<file path="config.mk">
export PLATFORM = sky130hd
export DESIGN_NAME = disp_seq
export DESIGN_NICKNAME = d
export VERILOG_FILES = /design/src/rtl/disp_seq.sv
export SDC_FILE = /design/constraint.sdc
export NUM_CORES = 1
export LEC_CHECK = 0
export BUFFER_PORTS_ARGS = -buffer_cell sky130_fd_sc_hd__clkbuf_2
export CORE_MARGIN = 4
export CORE_UTILIZATION = 55
export DETAILED_ROUTE_END_ITERATION = 8
export PLACE_DENSITY = 0.81
export SLEW_MARGIN = 20
export SYNTH_ARGS = -nofsm -noshare
export SYNTH_HDL_FRONTEND = slang
export SYNTH_SLANG_ARGS = --single-unit
</file>
<file path="constraint.sdc">
create_clock -name clk -period 7.6 [get_ports clk]
set_clock_uncertainty 0.15 [all_clocks]
set_input_delay 0.76 -clock clk [delete_from_list [all_inputs] [get_ports clk]]
set_output_delay 0.76 -clock clk [all_outputs]
set_load 0.05 [all_outputs]
</file>
<file path="src/rtl/disp_seq.sv">
// Display sequencer: snapshots operands/op on load and drives one registered display word,
// channel picked manually or by timed auto-scroll. Optional op-channel blink via DISP_SEQ_BLINK_EN.
module disp_seq #(
  parameter int unsigned  W           = 16,
  parameter int unsigned  OPW         = 4,
  parameter int unsigned  DWELL       = 50000,
  parameter logic [W-1:0] DEFAULT_VAL = W'('hA),
  parameter int unsigned  BLINK_HALF  = 25000
) (
  input  logic           clk,
  input  logic           rst,
  input  logic [W-1:0]   save1,
  input  logic [W-1:0]   save2,
  input  logic [OPW-1:0] op,
  input  logic           load,
  input  logic           mode,
  input  logic [1:0]     sel,
  output logic [W-1:0]   display_out,
  output logic [1:0]     chan_idx,
  output logic           valid
);

  localparam int unsigned CNT_W = (DWELL > 1) ? $clog2(DWELL) : 1;

  typedef enum logic [1:0] {
    CH_SAVE1 = 2'b00,
    CH_OP    = 2'b01,
    CH_SAVE2 = 2'b10,
    CH_DEF   = 2'b11
  } chan_e;

  chan_e            idx_q, idx_d;
  logic [CNT_W-1:0] cnt_q, cnt_d;
  logic [W-1:0]     snap1_q, snap1_d;
  logic [W-1:0]     snap2_q, snap2_d;
  logic [OPW-1:0]   snapop_q, snapop_d;
  logic             valid_q, valid_d;
  logic [W-1:0]     disp_q, disp_d;
  logic             blank_c;

`ifdef DISP_SEQ_BLINK_EN
  localparam int unsigned BLK_W = (BLINK_HALF > 1) ? $clog2(BLINK_HALF) : 1;

  logic [BLK_W-1:0] blink_cnt_q, blink_cnt_d;
  logic             phase_q, phase_d;

  // Free-running half-period counter; phase flips on each wrap.
  always_comb begin
    blink_cnt_d = blink_cnt_q + BLK_W'(1);
    phase_d     = phase_q;
    if (blink_cnt_q == BLK_W'(BLINK_HALF - 1)) begin
      blink_cnt_d = '0;
      phase_d     = ~phase_q;
    end
  end

  always_ff @(posedge clk) begin
    if (rst) begin
      blink_cnt_q <= '0;
      phase_q     <= 1'b0;
    end else begin
      blink_cnt_q <= blink_cnt_d;
      phase_q     <= phase_d;
    end
  end

  assign blank_c = phase_d;
`else
  assign blank_c = 1'b0;
`endif

  // Snapshot capture, channel selection/rotation and next display word.
  always_comb begin
    snap1_d  = snap1_q;
    snap2_d  = snap2_q;
    snapop_d = snapop_q;
    valid_d  = valid_q;
    idx_d    = idx_q;
    cnt_d    = '0;
    disp_d   = '0;

    if (load) begin
      snap1_d  = save1;
      snap2_d  = save2;
      snapop_d = op;
      valid_d  = 1'b1;
    end

    if (!mode) begin
      idx_d = chan_e'(sel);
    end else if (cnt_q == CNT_W'(DWELL - 1)) begin
      case (idx_q)
        CH_SAVE1: idx_d = CH_OP;
        CH_OP:    idx_d = CH_SAVE2;
        default:  idx_d = CH_SAVE1;
      endcase
    end else begin
      cnt_d = cnt_q + CNT_W'(1);
    end

    case (idx_d)
      CH_SAVE1: disp_d = snap1_d;
      CH_OP:    disp_d = blank_c ? '0 : W'(snapop_d);
      CH_SAVE2: disp_d = snap2_d;
      default:  disp_d = DEFAULT_VAL;
    endcase
  end

  always_ff @(posedge clk) begin
    if (rst) begin
      idx_q    <= CH_SAVE1;
      cnt_q    <= '0;
      snap1_q  <= '0;
      snap2_q  <= '0;
      snapop_q <= '0;
      valid_q  <= 1'b0;
      disp_q   <= '0;
    end else begin
      idx_q    <= idx_d;
      cnt_q    <= cnt_d;
      snap1_q  <= snap1_d;
      snap2_q  <= snap2_d;
      snapop_q <= snapop_d;
      valid_q  <= valid_d;
      disp_q   <= disp_d;
    end
  end

  assign display_out = disp_q;
  assign chan_idx    = idx_q;
  assign valid       = valid_q;

endmodule

</file>
; After elaboration in Yosys (flattened, before gate mapping)
; Cells that the tools add are included.
[word_totals]
output_inout_bits = 19
register_bits = 71
inputBits = 42
elab_cells = 23
[classes]
eq_ne = 4
mux = 7
n_addsub = 1
reduce_logical = 3
n_bitwise = 1
[op_table]
columns = operator, count
row1 = 16-bit one-hot mux with 3 select lines, 1
row2 = 16-bit two-way mux, 2
row3 = "16-bit by 1-bit adder with 16-bit output, second input constant", 1
row4 = "16-bit == test, second input constant", 1
row5 = "2-bit by 1-bit == test with 1-bit output, second input constant", 2
row6 = 2-bit zero test, 2
row7 = 2-bit two-way mux, 2
row8 = 4-bit two-way mux, 1
row9 = 2-bit one-hot mux with 2 select lines, 1
row10 = 3-bit OR reduction, 1
row11 = "2-bit == test, second input constant", 1
row12 = 1-bit inverter, 1

; Longest topological paths before layout
[depth]
word_depth = 6
depth_mapped = 7
depth_no_buf = 6

; Worst setup path after synthesis
; No wires, ideal clock.
[synth_timing]
path_type = register to register
from = register cnt_q[7]
to = register disp_q[3], in the netlist display_out[3]
slack_ns = 5.051
required_time_ns = 7.363
setup_ns = 0.087
synth_period_minus_slack_ns = 2.549
path_stages_with_launch = 6
arrival_time_ns = 2.313
cell_sequence = dfxtp_1 > or4b_4 > or4_4 > o311a_4 > mux2_4 > a221oi_2
[synth_between]
elab_chain_cells = 5
elab_cells_between_ends = 7
classes_between = eq/ne (3) / mux (3) / reduce/logical (1)
[synth_rtl]
columns = element, line
row1 = start: declaration, 33  ; logic [CNT_W-1:0] cnt_q, cnt_d;
row2 = start signal: assignment, 120  ; cnt_q <= cnt_d;
row3 = 16-bit == test *, 91  ; end else if (cnt_q == CNT_W'(DWELL - 1)) begin
row4 = 2-bit two-way mux *, 91
row5 = 2-bit two-way mux *, 89  ; if (!mode) begin
row6 = "2-bit == test, or another cell as far along", 101  ; case (idx_d)
row7 = 16-bit one-hot mux with 3 select lines *, 101
row8 = end signal: assignment, 125  ; disp_q <= disp_d;
row9 = end: declaration, 38  ; logic [W-1:0] disp_q, disp_d;
; Every way passes the cells marked *; elsewhere a longest branch is shown, timed or not.
; A chain may end at the register's enable or synchronous reset.

; Worst setup path after layout
; Same ends and word-level chain as after synthesis.

==> qor.csv <==
metric;value;unit
min_period;2.805;ns
worstSetupPathType;reg2reg;
final_critical_path_setup_slack;4.795;ns
cap_viol_max_count;0;
fin_area;3269;µm²
die_height;78.55;µm
drt-vias-per-instance;5.206;
area_growth_syn_to_layout;19.42;%
clkSinkCount;71;
ctsHtreeMaxLevel;3;
design.die.area;6170;µm²
synth_sequential_area_ratio;0.5192;
cts_buffers;9;
synth_top_area_frac;0.5192;
report.final.setup_viol;0;
worst_supply_voltage_drop_on_vdd;0.0001799;V
post_cts_buffers;0;
grt_start_max_net_pins;44;
mappedNetlistArea;2738;µm²
starting_density_of_the_core;0.5720;
filler_cell_count;378;
placement_rows;25;
synthXorXnorAreaFrac;0.04799;
sw_frac_of_total;0.2585;
initial_antenna_violation_count;0;
internal-power;0.5878;mW
share_clk_of_total_power;0.375;
final_layout_size_suffix_gt1_frac;0.2651;
place_worst_setup_slack;4.826;ns
drtIter0Drc;108;
globalRouteTotalUtil;0.1829;
finalHoldViolations;0;
globalplace.congestion;0.7810;
main_combinational_cell_family_by_area_after_synthesis;multiplexers;
seq_power_share;0.500;
final_min_period_over_clock_period;0.3691;
fin_tns_setup;0;ns
total_leakage_power;1.467;nW
synth.avg_cell_area;10.22;µm²
crit_path_end_kind;register;
netlist-cell-type-count;36;
clock_pin_slew_of_the_registers_on_the_worst_case_setup_and_hold_paths;0.07;ns
finalMaxSlewViolations;0;
number_of_warnings_reported_in_the_yosys_synthesis_log;0;
drc;0;
yosys.area.top_type;sky130_fd_sc_hd__dfxtp_1;
cp.required;7.70;ns
postPlaceCellArea;3072;µm²
cts.root.buffer_cell;sky130_fd_sc_hd__clkbuf_8;
die_width;78.55;µm
fmax;0.3565;GHz
postSynthRegisterBits;71;
synth-main-ff-cell;sky130_fd_sc_hd__dfxtp_1;
grt_pass1_wl;8804;µm
worst_slew_margin_rel;0.4340;
global_route.overflow_total;0;
cts-resized-gates;0;
pwr_density_cell;242.5;nW/µm²
wirelength;5449;µm
grt_pass1_vias;1934;
routed_wire_length_per_instance;13.66;µm
worstPathArrival;2.90;ns
design.final.nets;370;
clk_path_buf_depth;2;
synth-simple-area-share;0.1696;
run_status;finished clean;
critPathMaxFanout;22;
complex_gate_fraction_of_the_synthesized_area;0.05165;
synthAdderAreaFrac;0.004570;
io_buffers;60;
synth-async-reset-ratio;0;
vias;2077;
synthesis.instances;268;
power.net_switching;0.2049;mW
synth_edf_count;0;
comb_power_share;0.124;
top_cells_by_area_synth;sky130_fd_sc_hd__dfxtp_1 52%, sky130_fd_sc_hd__mux2i_1 15%, sky130_fd_sc_hd__nor2_1 9.3%, sky130_fd_sc_hd__xnor2_1 2.6%, sky130_fd_sc_hd__mux2_2 2.5%;
worst_pin_slew;0.8491;ns
synth.net_count;311;
most_used_cells_in_the_layout_excluding_fill_and_tap_cells;71 x sky130_fd_sc_hd__dfxtp_1, 68 x sky130_fd_sc_hd__nor2_1, 60 x sky130_fd_sc_hd__clkbuf_2;
hold_class;reg2reg;
setup_repair_after_global_routing_missed_its_margin;false;
dp_hpwl;3623;µm
core_region_area;4786;µm²
clock_latency;0.34;ns
ant_nets;0;
mostFrequentLayoutCell;sky130_fd_sc_hd__dfxtp_1;
drt_pre_antenna_iters;4;
muxShareOfSynthArea;0.1819;
n_antenna_cell;0;
worst_setup_path_start_kind;register;
cts_tree;done;
cts_hold_buffers;0;
top_level_ports;61;
## synthesized netlist by cell type (all sizes together) (2+ instances only)
cell type  count
or3            2
dfxtp         71
mux2i         40
nand3          7
xnor2          8
nand2          6
o2bb2ai        2
nor2b          4
a211oi         4
o41ai          2
and3           3
nand4          2
buf            3
and2           2
or4bb          2
mux2           8
nor2          68
xor2           7
nor3           2
inv            3
clkbuf        10
## flip-flops by register name (all words and copies together) (netlist names)
signal and cells:
cnt_q 16, display_out 16, snap1_q 16, snap2_q 16, snapop_q 4, chan_idx 2
valid 1
## area by class of cell
type | count | area [µm²] | area share
timing repair buffer | 61 | 307.8 | 0.09414
clock buffer | 11 | 141.4 | 0.04325
tap | 67 | 83.83 | 0.02564
multi-input combinational | 181 | 1247 | 0.3816
clock inverter | 5 | 56.30 | 0.01722
sequential | 71 | 1421 | 0.4347
inverter | 3 | 11.26 | 0.003444
## critical path, stage by stage, from the launching register on
cell	delay (ns)
sky130_fd_sc_hd__dfxtp_1	0.35
sky130_fd_sc_hd__or4b_4	0.57
sky130_fd_sc_hd__or4_4	0.55
sky130_fd_sc_hd__o311a_4	0.51
sky130_fd_sc_hd__mux2_4	0.34
sky130_fd_sc_hd__a221oi_2	0.25
## worst paths after layout
kind	from	endpoint	slack, ns	cells after the start
worst max-delay path	cnt_q[7]	display_out[3]	4.80	5
worst min register to register	cnt_q[0]	cnt_q[0]	0.32	1
worst min-delay path	cnt_q[0]	cnt_q[0]	0.32	1
worst max register to register	cnt_q[7]	display_out[3]	4.80	5
## power by group through the flow
| stage | logic [mW] | registers (mW) | clock network, mW |
|---|---|---|---|
| 2_1_floorplan | 0.0482 | 0.430 | 0 |
| 3_3_place_gp | 0.0975 | 0.405 | 0 |
| 3_5_place_dp | 0.0991 | 0.405 | 0 |
| 4_1_cts | 0.0995 | 0.397 | 0.303 |
| 5_1_grt | 0.108 | 0.398 | 0.317 |
| 6_report | 0.0986 | 0.397 | 0.297 |
## metrics by stage
step                hold slack, ns    util  power [mW]  std cells
floorplan                   0.2803       -      0.4778        268
global placement            0.2942  0.6418      0.5026        383
detailed placement          0.3084  0.6418      0.5044        383
CTS                         0.3244  0.6831      0.7990        399
global route                0.3365  0.6831      0.8234        399
finish                      0.3228  0.6831      0.7927        399
## layer usage
metal | vias up | wire [µm] | track usage
met4 | 0 | 97 | 0.1031
met5 | - | 0 | 0
li1 | 1027 | - | -
met3 | 9 | 313 | 0.04014
met2 | 71 | 2551 | 0.2716
met1 | 970 | 2486 | 0.2451
## logic make-up after synthesis
family | Yosys count
AND/OR/NAND/NOR | 102
flip-flops | 71
multiplexers | 48
buffers and inverters | 16
AO/OA/AOI/OAI | 15
XOR/XNOR | 15
adder cells (fa/ha/maj) | 1
(Power assumes the default switching activity.)
